## src/rtl/spi_target_sbus.sv

```systemverilog
// SPI target with sbus register access: captures the master's bit stream into an RX image
// and returns a bus-preloaded TX image on SDO. All SPI pins are oversampled on BUS_CLK.
module spi_target_sbus #(
   parameter int unsigned          ABUSWIDTH = 16,
   parameter logic [ABUSWIDTH-1:0] BASEADDR  = '0,
   parameter logic [ABUSWIDTH-1:0] HIGHADDR  = '0,
   parameter int unsigned          MEM_BYTES = 2
) (
   input  logic                 BUS_CLK,
   input  logic                 BUS_RST,
   input  logic [ABUSWIDTH-1:0] BUS_ADD,
   input  logic [7:0]           BUS_DATA_IN,
   output logic [7:0]           BUS_DATA_OUT,
   input  logic                 BUS_RD,
   input  logic                 BUS_WR,
   input  logic                 SCLK,
   input  logic                 SDI,
   input  logic                 SEN,
   input  logic                 SLD,
   output logic                 SDO
);

   localparam int unsigned          W       = MEM_BYTES * 8;
   localparam logic [ABUSWIDTH-1:0] SPAN    = HIGHADDR - BASEADDR;
   localparam logic [7:0]           VERSION = 8'd1;

   typedef enum logic [1:0] {IDLE, SHIFT, WAIT_LD} state_t;

   state_t         state_q, state_d;
   logic [2:0]     sclk_sync_q, sdi_sync_q, sen_sync_q, sld_sync_q;
   logic [W-1:0]   sr_q, sr_d;
   logic [15:0]    cnt_q, cnt_d, bitcnt_q, bitcnt_d;
   logic           done_q, done_d, ovf_q, ovf_d, sdo_q, sdo_d, arm_q, arm_d;
   logic [1:0]     settle_q, settle_d;
   logic [7:0]     rdata_q, rdata_d, rd_mux;
   logic [7:0]     tx_mem_q [MEM_BYTES];
   logic [7:0]     tx_mem_d [MEM_BYTES];
   logic [7:0]     rx_mem_q [MEM_BYTES];
   logic [7:0]     rx_mem_d [MEM_BYTES];
   logic [ABUSWIDTH-1:0] off;
   logic           in_range, rd_en, wr_en, soft_rst, busy;
   logic           sclk_rise, sclk_fall, sen_rise, sen_fall, sld_rise;

   // Sync stages: [0] first FF, [1] second FF, [2] previous value for edge detection
   assign sclk_rise = sclk_sync_q[1] & ~sclk_sync_q[2];
   assign sclk_fall = ~sclk_sync_q[1] & sclk_sync_q[2];
   // arm_q blocks a SEN that was already high across a reset from looking like a new frame
   assign sen_rise  = sen_sync_q[1] & ~sen_sync_q[2] & arm_q;
   assign sen_fall  = ~sen_sync_q[1] & sen_sync_q[2];
   assign sld_rise  = sld_sync_q[1] & ~sld_sync_q[2];

   assign off      = BUS_ADD - BASEADDR;
   assign in_range = (off <= SPAN);
   assign rd_en    = BUS_RD & in_range;
   assign wr_en    = BUS_WR & in_range;
   assign soft_rst = wr_en & (off == ABUSWIDTH'(0));

   assign BUS_DATA_OUT = rdata_q;
   assign SDO          = sdo_q;

   always_ff @(posedge BUS_CLK) begin
      if (BUS_RST) begin
         state_q     <= IDLE;
         sclk_sync_q <= '0;
         sdi_sync_q  <= '0;
         sen_sync_q  <= '0;
         sld_sync_q  <= '0;
         sr_q        <= '0;
         cnt_q       <= '0;
         bitcnt_q    <= '0;
         done_q      <= 1'b0;
         ovf_q       <= 1'b0;
         sdo_q       <= 1'b0;
         arm_q       <= 1'b0;
         settle_q    <= '0;
         rdata_q     <= '0;
         tx_mem_q    <= '{default: '0};
         rx_mem_q    <= '{default: '0};
      end else begin
         state_q     <= state_d;
         sclk_sync_q <= {sclk_sync_q[1:0], SCLK};
         sdi_sync_q  <= {sdi_sync_q[1:0], SDI};
         sen_sync_q  <= {sen_sync_q[1:0], SEN};
         sld_sync_q  <= {sld_sync_q[1:0], SLD};
         sr_q        <= sr_d;
         cnt_q       <= cnt_d;
         bitcnt_q    <= bitcnt_d;
         done_q      <= done_d;
         ovf_q       <= ovf_d;
         sdo_q       <= sdo_d;
         arm_q       <= arm_d;
         settle_q    <= settle_d;
         rdata_q     <= rdata_d;
         tx_mem_q    <= tx_mem_d;
         rx_mem_q    <= rx_mem_d;
      end
   end

   always_comb begin
      state_d = state_q;
      if (soft_rst) begin
         state_d = IDLE;
      end else begin
         case (state_q)
            IDLE:    if (sen_rise) state_d = SHIFT;
            SHIFT:   if (sen_fall) state_d = WAIT_LD;
            WAIT_LD: if (sld_rise) state_d = IDLE;
                     else if (sen_rise) state_d = SHIFT;
            default: state_d = IDLE;
         endcase
      end
   end

   always_comb begin
      busy = (state_q == SHIFT);
   end

   always_comb begin
      rd_mux = '0;
      if (off == ABUSWIDTH'(0)) rd_mux = VERSION;
      if (off == ABUSWIDTH'(1)) rd_mux = {5'b0, ovf_q, busy, done_q};
      if (off == ABUSWIDTH'(2)) rd_mux = bitcnt_q[7:0];
      if (off == ABUSWIDTH'(3)) rd_mux = bitcnt_q[15:8];
      for (int unsigned i = 0; i < MEM_BYTES; i++) begin
         if (off == ABUSWIDTH'(16 + i))             rd_mux = tx_mem_q[i];
         if (off == ABUSWIDTH'(16 + MEM_BYTES + i)) rd_mux = rx_mem_q[i];
      end
   end

   always_comb begin
      tx_mem_d = tx_mem_q;
      rx_mem_d = rx_mem_q;
      sr_d     = sr_q;
      cnt_d    = cnt_q;
      bitcnt_d = bitcnt_q;
      done_d   = done_q;
      ovf_d    = ovf_q;
      sdo_d    = sdo_q;
      arm_d    = arm_q;
      settle_d = settle_q;
      rdata_d  = rdata_q;

      if (settle_q != 2'd3) settle_d = settle_q + 2'd1;
      if ((settle_q == 2'd3) && !sen_sync_q[1]) arm_d = 1'b1;
      if (rd_en) rdata_d = rd_mux;

      // Bus clears come first so a same-cycle flag set below takes priority
      if (wr_en) begin
         for (int unsigned i = 0; i < MEM_BYTES; i++)
            if (off == ABUSWIDTH'(16 + i)) tx_mem_d[i] = BUS_DATA_IN;
         if (off == ABUSWIDTH'(1)) begin
            done_d = 1'b0;
            ovf_d  = 1'b0;
         end
      end

      if (soft_rst) begin
         sr_d     = '0;
         cnt_d    = '0;
         bitcnt_d = '0;
         done_d   = 1'b0;
         ovf_d    = 1'b0;
         sdo_d    = 1'b0;
         arm_d    = 1'b0;
      end else begin
         if ((state_q == IDLE && sen_rise) || (state_q == WAIT_LD && !sld_rise && sen_rise)) begin
            for (int unsigned i = 0; i < MEM_BYTES; i++)
               sr_d[W-1-8*i -: 8] = tx_mem_q[i];
            cnt_d = '0;
            sdo_d = tx_mem_q[0][7];
         end
         if (state_q == SHIFT) begin
            if (sen_fall) begin
               bitcnt_d = cnt_q;
               sdo_d    = 1'b0;
            end else begin
               if (sclk_rise) begin
                  sr_d = {sr_q[W-2:0], sdi_sync_q[1]};
                  if (cnt_q != 16'hFFFF) cnt_d = cnt_q + 16'd1;
                  if (cnt_q >= 16'(W)) ovf_d = 1'b1;
               end
               if (sclk_fall) sdo_d = sr_q[W-1];
            end
         end
         if (state_q == WAIT_LD && sld_rise) begin
            for (int unsigned i = 0; i < MEM_BYTES; i++)
               rx_mem_d[i] = sr_q[W-1-8*i -: 8];
            done_d = 1'b1;
         end
      end
   end

endmodule

```

## config.mk

```make
export PLATFORM = sky130hd
export DESIGN_NAME = spi_target_sbus
export DESIGN_NICKNAME = d
export VERILOG_FILES = /design/src/rtl/spi_target_sbus.sv
export SDC_FILE = /design/constraint.sdc
export NUM_CORES = 1
export LEC_CHECK = 0
export BUFFER_PORTS_ARGS = -buffer_cell sky130_fd_sc_hd__buf_2
export CORE_MARGIN = 4
export CORE_UTILIZATION = 45
export CTS_CLUSTER_DIAMETER = 40
export DETAILED_ROUTE_END_ITERATION = 16
export PLACE_DENSITY = 0.7
export SLEW_MARGIN = 20
export SYNTH_ARGS = -nofsm -noshare
export SYNTH_HDL_FRONTEND = slang
export SYNTH_SLANG_ARGS = --single-unit
```

## constraint.sdc

```tcl
create_clock -name BUS_CLK -period 1.7 [get_ports BUS_CLK]
set_input_delay 0.17 -clock BUS_CLK [delete_from_list [all_inputs] [get_ports BUS_CLK]]
set_output_delay 0.17 -clock BUS_CLK [all_outputs]
set_load 0.02 [all_outputs]
```

==> metrics.txt, run 1 <==
FF-to-FF End sr_q[1]; Remaining DRCs 0; met1 usage 16.1%; Mapped Avg Cell Area between 10 and 15 sq um; hold_sp SEN; Unique masters post-synth 26; htree depth 3; HPWL after DPL approximately 2.1 mm; Crit Path Max Fanout 18; CTS root buffer clkbuf_8; worst hold path type in2reg; sequential area share after synthesis a little under three fifths; Worst Setup Start Kind flip-flop; final period utilization about nine tenths; Setup Total Neg Slack 0 ns; Final WS setup roughly 0.19 ns; hold depth 2; M3 GR Usage ~4%; cts repair resizes 0; CTS tree built; DIE HEIGHT approximately 75 microns; I/O Buffers 32; effective utilization at floorplan between 40% and 50%; share of cells above drive strength 1 22.3%; RSZ-0062 raised after global routing no; CP Cell Sequence nor2b_1, a2111o_1, buf_12, mux2i_1, a211oi_1; Worst-Skew Late Latency 0.32 ns; placed instance area between 2000 and 2500 sq um; Worst Path Required 1.93 ns; Worst path max stage delay 0.44 ns; Num CTS Buffers 9; gr usage total between 10 and 15%; vias in the first global route between 1k and 1.5k; Ys Warns 0; synthesized area between 2000 and 2500 sq um; Finished Core Util 55.0%; area grow syn2layout 18.1%; syn_nets between 200 and 250; worst r2r path cells 5; core box area 4350 sq um; total setup buffers inserted after CTS 0; Achievable Freq about 660 MHz; Syn Inst Count 199; gr ovfl total 0; pre-CTS setup slack 0.184 ns; crit path kind reg2reg; nets 262; vias post-DR ~1.4k; Pre-antenna DRT Iters 4; Final Instance Area around 2400 sq um; final WL 3.27 mm; clk_skew 0.00634 ns; endpoints failing hold 0; ant diodes 0; Leakage roughly 1.1 nW; max_slew headroom 77.8%; first-pass GRT wire length around 5.8 mm; status finished, final reports clean; final setup vio count 0; critical path arrival between 1.5 and 2 ns; CP max-delay cell a2111o_1; hold-fix buffers at CTS 0; initial antenna violation count 0; Crit. End Element flip-flop; Routed WL per cell about 11 microns; Clock Sink Count between 50 and 60; Max Buffers Root-to-Sink 2; max_cap viols 0; flops & latches, synth 57; Routability Congestion 0.703; Cell Rows 24; Hold Path End sen_sync_q[0]; WP buf/inv 1; drt via density ~4.7; R2R setup slack around 0.19 ns; minimum clock period around 1.5 ns; io pins roughly 40; DIE AREA ~5600 sq um; pwr dens 1050 nW/um^2; GR peak layer met2; antenna viol nets, final 0; r2r startpoint sld_sync_q[1]; largest net degree at the start of global routing 33; Worst path top cell family by delay compound AO/OA/AOI/OAI gates; Peak VDD IR 0.466 mV; clk slew on worst S/H paths ~0.060 ns; die extent in x 75.1 microns; Slew Viols, Final 0; number of DRC markers in iteration 0 between 50 and 60; Worst Tran Pin Value roughly 0.33 ns; met2 usage between 20% and 30%
## worst max-delay path by stage
stage / from / to / slack [ns] / cells after the start
final: sld_sync_q[1] / sr_q[1] / 0.19 / 5
after detailed placement: sld_sync_q[1] / sr_q[1] / 0.18 / 5
after global routing: sld_sync_q[1] / sr_q[1] / 0.09 / 5
after global placement: sld_sync_q[1] / sr_q[3] / 0.22 / 5
after CTS: sld_sync_q[1] / sr_q[1] / 0.16 / 5
after floorplan: state_q[1] / sr_q[11] / 0.11 / 8
## routing by layer
layer	wire, microns	vias to the layer above
met5	0	-
met4	49	0
met3	88	2
met2	1620	10
met1	1510	614
li1	-	727
## worst reg2reg max path, cell delays in order (launching register included)
cell and delay (ns):
dfxtp_1 0.30, nor2b_1 0.13, a2111o_1 0.44, buf_12 0.18, mux2i_1 0.13, a211oi_1 0.24
## sequential cells by signal, indices dropped and copies added, names as in the netlist
register	count
tx_mem_q	16
sld_sync_q	3
sr_q	16
arm_q	1
state_q	2
SDO	1
sen_sync_q	3
sclk_sync_q	3
sdi_sync_q	2
settle_q	2
BUS_DATA_OUT	8
## metrics by stage
stage | power (W) | instances | hold WS [ns]
4_1_cts | 0.00255 | 285 | 0.0414
3_5_place_dp | 0.00151 | 270 | 0.386
3_3_place_gp | 0.00151 | 270 | 0.376
6_report | 0.00251 | 285 | 0.0571
5_1_grt | 0.00262 | 285 | 0.0538
2_1_floorplan | 0.00147 | 199 | 0.298
## synthesized netlist by cell type
master | count | area share (%)
a2111o_1 | 1 | 0.56
a211oi_1 | 17 | 6.3
a21oi_1 | 6 | 1.5
and2_1 | 7 | 2.2
and4_1 | 1 | 0.43
buf_1 | 2 | 0.37
buf_2 | 5 | 1.2
buf_6 | 1 | 0.56
clkbuf_1 | 10 | 1.9
clkinv_1 | 1 | 0.19
dfxtp_1 | 57 | 56
ha_1 | 1 | 0.62
inv_1 | 2 | 0.37
mux2i_1 | 18 | 8.9
nand2_1 | 3 | 0.56
nand2b_1 | 3 | 0.93
nand4_1 | 1 | 0.31
nand4b_1 | 1 | 0.43
nor2_1 | 23 | 4.3
nor2b_1 | 29 | 9.0
nor3b_1 | 1 | 0.37
nor4_1 | 4 | 1.2
o21ai_0 | 2 | 0.49
or3_1 | 1 | 0.31
or3b_2 | 1 | 0.43
xor2_1 | 1 | 0.43
## cells in the final DEF (no fill, tap or decap), types with 2 or more instances in the layout
cell,instances
buf_2,32
buf_4,3
mux2i_1,18
dfxtp_1,57
nand2_1,3
buf_12,2
clkbuf_8,10
a211oi_1,17
clkinv_2,4
nand2b_1,3
a21oi_1,6
nor2_1,23
and2_1,7
nor2b_1,29
inv_1,2
nor4_1,4
## logic make-up after synthesis
| group | after synthesis | synth area share (%) |
|---|---|---|
| mux | 18 | 8.89 |
| simple gates | 75 | 20.4 |
| flops | 57 | 56.3 |
| compound gates | 26 | 8.83 |
| buf+inv | 21 | 4.57 |
| fa+ha+maj | 1 | 0.617 |
| xor+xnor | 1 | 0.432 |
## where the power goes
group / internal [W] / total (W) / switching [W] / leakage (nW)
Combinational: 0.0000560 / 0.000109 / 0.0000533 / 0.578
Clock: 0.000549 / 0.00103 / 0.000477 / 0.0887
Sequential: 0.00136 / 0.00137 / 0.0000117 / 0.462
## layout make-up
type	instances	area (sq um)
Clock inverter	4	20.0
Timing Repair Buffer	37	223
Inverter	3	11.3
Clock buffer	11	141
Fill cell	367	1960
Multi-Input combinational cell	121	793
Tap cell	52	65.1
Sequential cell	57	1140
Note: power is estimated with default switching activity, not from simulation.
==> run 2, diff against run 1 <==
CORE_MARGIN = unset   (was 4)
REMOVE_ABC_BUFFERS = 1   (was unset)
==> metrics.txt, run 2 (same netlist as run 1, synthesis figures left out) <==
WP buf/inv 1 (unchanged); status finished, final reports clean; final setup vio count 0 (unchanged); Clock Sink Count 57 (unchanged); Hold Path End sclk_sync_q[0]; max_cap viols 0 (unchanged); Crit Path Max Fanout 18 (unchanged); clk_skew 0.00707 ns (+0.000731 ns); Routed WL per cell 11.7 microns (+1.6%); critical path arrival 1.77 ns (+0.03 ns); I/O Buffers 32 (unchanged); antenna viol nets, final 0 (unchanged); pwr dens 1060 nW/um^2 (+1.6%); final period utilization 90.3% (+1.2 points); r2r startpoint sen_sync_q[1]; effective utilization at floorplan 46.6% (unchanged); largest net degree at the start of global routing 33 (unchanged); gr ovfl total 0 (unchanged); Critical path origin sen_sync_q[1]; Leakage 1.11 nW (-1.4%); commonest non-fill, non-tap cell in the layout dfxtp_1; CP max-delay cell a2111o_1; crit path kind reg2reg; core box area 4350 sq um (unchanged); drt via density 4.89 (+3.0%); vias in the first global route 1337 (-1.4%); worst r2r path cells 5 (unchanged); Cell Rows 24 (unchanged); Num CTS Buffers 9 (unchanged); number of DRC markers in iteration 0 50 (-5.7%); ant diodes 0 (unchanged); Worst path top cell family by delay compound AO/OA/AOI/OAI gates; Finished Core Util 54.6% (-0.43 points); Worst path max stage delay 0.43 ns (about the same); RSZ-0062 raised after global routing no; vias post-DR 1384 (+2.3%); Worst Path Required 1.94 ns (about the same); first-pass GRT wire length 5.65 mm (-3.2%); Slew Viols, Final 0 (unchanged); initial antenna violation count 0 (unchanged); Routability Congestion 0.673 (-4.2%); area grow syn2layout 17.2%; FF-to-FF End sr_q[8]; CP Cell Sequence nand2_1, a2111o_1, buf_12, mux2i_1, a211oi_1; nets 261 (-0.38%); Pre-antenna DRT Iters 4 (unchanged); overall power 0.00253 W (+0.77%); CTS root buffer clkbuf_8; Worst Tran Pin Value 0.391 ns (+0.0574 ns); filler cell count 385 (+4.9%); hold depth 2 (unchanged); minimum clock period 1.53 ns (+0.0208 ns); final WL 3.30 mm (+0.89%); die extent in x 69.1 microns (-8.0%); share of cells above drive strength 1 20.8% (-1.5 points); Crit. End Element flip-flop; Worst Setup Start Kind flip-flop; DIE HEIGHT 69.1 microns (-8.0%); most frequent cells in the layout dfxtp_1, buf_2, nor2b_1; register area 1140 sq um (unchanged); R2R setup slack 0.17 ns (-0.02 ns); endpoints failing hold 0 (unchanged); Final WS setup 0.165 ns (-0.0208 ns); clk slew on worst S/H paths 0.06 ns (about the same); Worst-Skew Late Latency 0.33 ns (about the same); Peak VDD IR 0.554 mV (+19%); Max Buffers Root-to-Sink 2 (unchanged); area occupied by multi-input gates 793 sq um (unchanged); gr usage total 15.8% (+2.0 points); Achievable Freq 652 MHz (-1.4%); DIE AREA 4780 sq um (-15%); cts repair resizes 0 (unchanged); pre-CTS setup slack 0.175 ns (-0.00947 ns); hold_sp SCLK; total setup buffers inserted after CTS 0 (unchanged); max_slew headroom 73.9% (-3.8 points); worst hold margin 0.0488 ns (-0.00827 ns); Remaining DRCs 0 (unchanged); hold-fix buffers at CTS 0 (unchanged); HPWL after DPL 2.13 mm (about the same); CTS tree built; worst hold path type in2reg; io pins 41 (unchanged); htree depth 3 (unchanged)
## run 2: cell types whose count changed in the layout (fill, tap and decap cells not counted)
cell | before | now
clkbuf_1 | 1 | 3
clkinv_2 | 4 | 0
buf_12 | 2 | 1
clkbuf_8 | 10 | 11
## run 2: metrics by stage
step	area (sq um)	instances	setup TNS (ns)
final	2380	283	0
after global routing	2380	283	0
after CTS	2380	283	0
after detailed placement	2210	269	0
after global placement	2210	269	0
after floorplan	1950	181	-4.90
## run 2: worst max-delay path by stage
stage / end / slack, ns / cells past startpoint
2_1_floorplan: SDO / -0.27 / 4
3_3_place_gp: sr_q[4] / 0.20 / 5
3_5_place_dp: sr_q[3] / 0.17 / 5
4_1_cts: sr_q[8] / 0.15 / 5
5_1_grt: sr_q[7] / 0.07 / 5
6_report: sr_q[8] / 0.17 / 5
## run 2: per-layer routing
metal / track usage (%) / vias to the layer above / part of all wire (%)
met5: 0 / - / 0
met4: 11.6 / 0 / 3.4
met3: 6.58 / 10 / 4.0
met2: 23.8 / 20 / 46
met1: 17.9 / 626 / 47
li1: - / 728 / -
## run 2: where the power goes
group / switching [W] / internal [W]
Sequential: 0.0000132 / 0.00136
Clock: 0.000454 / 0.000593
Combinational: 0.0000535 / 0.0000523
Total: 0.000521 / 0.00201
## run 2: cell type report
cell class / count / area share, %
tap: 52 / 2.74
clock buffer: 14 / 6.85
timing repair buffer: 36 / 8.53
multi-input combinational: 121 / 33.4
sequential: 57 / 48.0
inverter: 3 / 0.474
## run 2: worst reg2reg max path, cell delays in order, from the launching register on
cell,delay (ns)
dfxtp_1,0.39
nand2_1,0.09
a2111o_1,0.43
buf_12,0.18
mux2i_1,0.14
a211oi_1,0.23
==> run 3, diff against run 2 <==
HOLD_SLACK_MARGIN = 0.08   (was unset)
PLACE_DENSITY = 0.8   (was 0.7)
==> metrics.txt, run 3 (same netlist as run 1, synthesis figures left out) <==
Worst Setup Start Kind flip-flop; Leakage 1.16 nW (+4.2%); R2R setup slack 0.13 ns (-0.04 ns); worst hold path type in2reg; FF-to-FF End sr_q[6]; gr ovfl total 0 (unchanged); Routability Congestion 0.700 (+4.0%); worst r2r path cells 5 (unchanged); Num CTS Buffers 9 (unchanged); effective utilization at floorplan 46.6% (unchanged); endpoints failing hold 0 (unchanged); # placed instances 269 (unchanged); die extent in x 69.1 microns (unchanged); Worst Path Required 1.93 ns (about the same); htree depth 3 (unchanged); pwr dens 1100 nW/um^2 (+3.5%); vias post-DR 1422 (+2.7%); DIE HEIGHT 69.1 microns (unchanged); Pre-antenna DRT Iters 3 (-1); number of DRC markers in iteration 0 62 (+24%); Clock Sink Count 57 (unchanged); worst hold margin 0.103 ns (+0.0538 ns); Setup Total Neg Slack 0 ns (unchanged); gr usage total 16.7% (+0.85 points); core box area 4350 sq um (unchanged); DIE AREA 4780 sq um (unchanged); max_slew headroom 74.3% (+0.32 points); Worst-Skew Late Latency 0.33 ns (about the same); Worst Tran Pin Value 0.383 ns (-0.00837 ns); commonest non-fill, non-tap cell in the layout dfxtp_1; critical path arrival 1.80 ns (+0.03 ns); Crit. End Element flip-flop; first-pass GRT wire length 6.08 mm (+7.6%); clk slew on worst S/H paths 0.06 ns (about the same); nets 266 (+1.9%); io pins 41 (unchanged); CTS root buffer clkbuf_8; hold depth 3 (+1); r2r startpoint sen_sync_q[1]; initial antenna violation count 0 (unchanged); CTS tree built; Cell Rows 24 (unchanged); clk_skew 0.00968 ns (+0.00261 ns); drt via density 4.92 (+0.61%); Remaining DRCs 0 (unchanged); Achievable Freq 635 MHz (-2.5%); HPWL after DPL 2.25 mm (+5.8%); hold_sp BUS_RD; Cell Count, Final, Fillers Out 289 (+2.1%); Max Buffers Root-to-Sink 2 (unchanged); vias in the first global route 1367 (+2.2%); status finished, final reports clean; I/O Buffers 32 (unchanged); most frequent cells in the layout dfxtp_1, buf_2, nor2b_1; share of cells above drive strength 1 21.9% (+1.2 points); final WL 3.61 mm (+9.6%); ant diodes 0 (unchanged); Hold Path End BUS_DATA_OUT[0]; area grow syn2layout 22.2%; minimum clock period 1.57 ns (+0.0391 ns); final period utilization 92.6% (+2.3 points); final setup vio count 0 (unchanged); Crit Path Max Fanout 18 (unchanged); filler cell count 383 (-0.52%); largest net degree at the start of global routing 33 (unchanged); antenna viol nets, final 0 (unchanged); crit path kind reg2reg; Routed WL per cell 12.5 microns (+7.3%); max_cap viols 0 (unchanged); RSZ-0062 raised after global routing no; Slew Viols, Final 0 (unchanged); Peak VDD IR 0.496 mV (-10%)
-- run 3: worst max-delay path: stages (launching register included) --
cell and delay (ns):
dfxtp_1 0.38, nand2_1 0.09, a2111o_1 0.43, buf_12 0.18, mux2i_1 0.12, a211oi_1 0.26
-- run 3: timing repair --
item | 4_1_cts | 5_1_grt
hold endpoints to repair | 5 | 0
buffers inserted | 0 | 0
hold buffers | 5 | 0
resized for setup | 0 | 1
endpoints found under the setup margin | 0 | 1
-- run 3: cell type report --
type                    instances  area (sq um)  share of cell area, %
inverters                       3          11.3                  0.455
multi-input cells             121           798                   32.2
clock buffers                  12           155                   6.27
clock inverters                 3          40.0                   1.62
repair buffers                 41           265                   10.7
well taps                      52          65.1                   2.63
flip-flops and latches         57          1140                   46.1
-- run 3: how the worst max path moves through the flow --
| stage | start | endpoint | slack [ns] | cells after the start |
|---|---|---|---|---|
| after global placement | sen_sync_q[1] | sr_q[5] | 0.20 | 5 |
| after floorplan | BUS_ADD[12] | SDO | -0.27 | 4 |
| after CTS | sen_sync_q[1] | sr_q[6] | 0.11 | 5 |
| after detailed placement | sen_sync_q[1] | sr_q[6] | 0.13 | 5 |
| after global routing | sen_sync_q[1] | sr_q[6] | 0.009 | 5 |
| final | sen_sync_q[1] | sr_q[6] | 0.13 | 5 |
-- run 3: per-stage QoR --
stage / worst slack (ns) / total power, W / util [%] / instance area (sq um)
floorplan: -0.266 / 0.00145 / - / 1950
global placement: 0.200 / 0.00151 / 51.1 / 2230
detailed placement: 0.130 / 0.00152 / 51.1 / 2230
CTS: 0.107 / 0.00274 / 56.8 / 2470
global route: 0.00928 / 0.00283 / 56.9 / 2480
finish: 0.126 / 0.00273 / 56.9 / 2480
-- run 3: where the power goes --
group | leakage, nW | internal (W) | switching (W) | total [W]
Combinational | 0.594 | 0.0000630 | 0.0000586 | 0.000122
Clock | 0.102 | 0.000743 | 0.000486 | 0.00123
Sequential | 0.462 | 0.00136 | 0.0000137 | 0.00138
-- run 3: metal layers --
metal | track usage [%] | wire length (microns)
met4 | 7.48 | 52
met3 | 8.33 | 130
met1 | 18.0 | 1590
met2 | 27.3 | 1840
met5 | 0 | 0
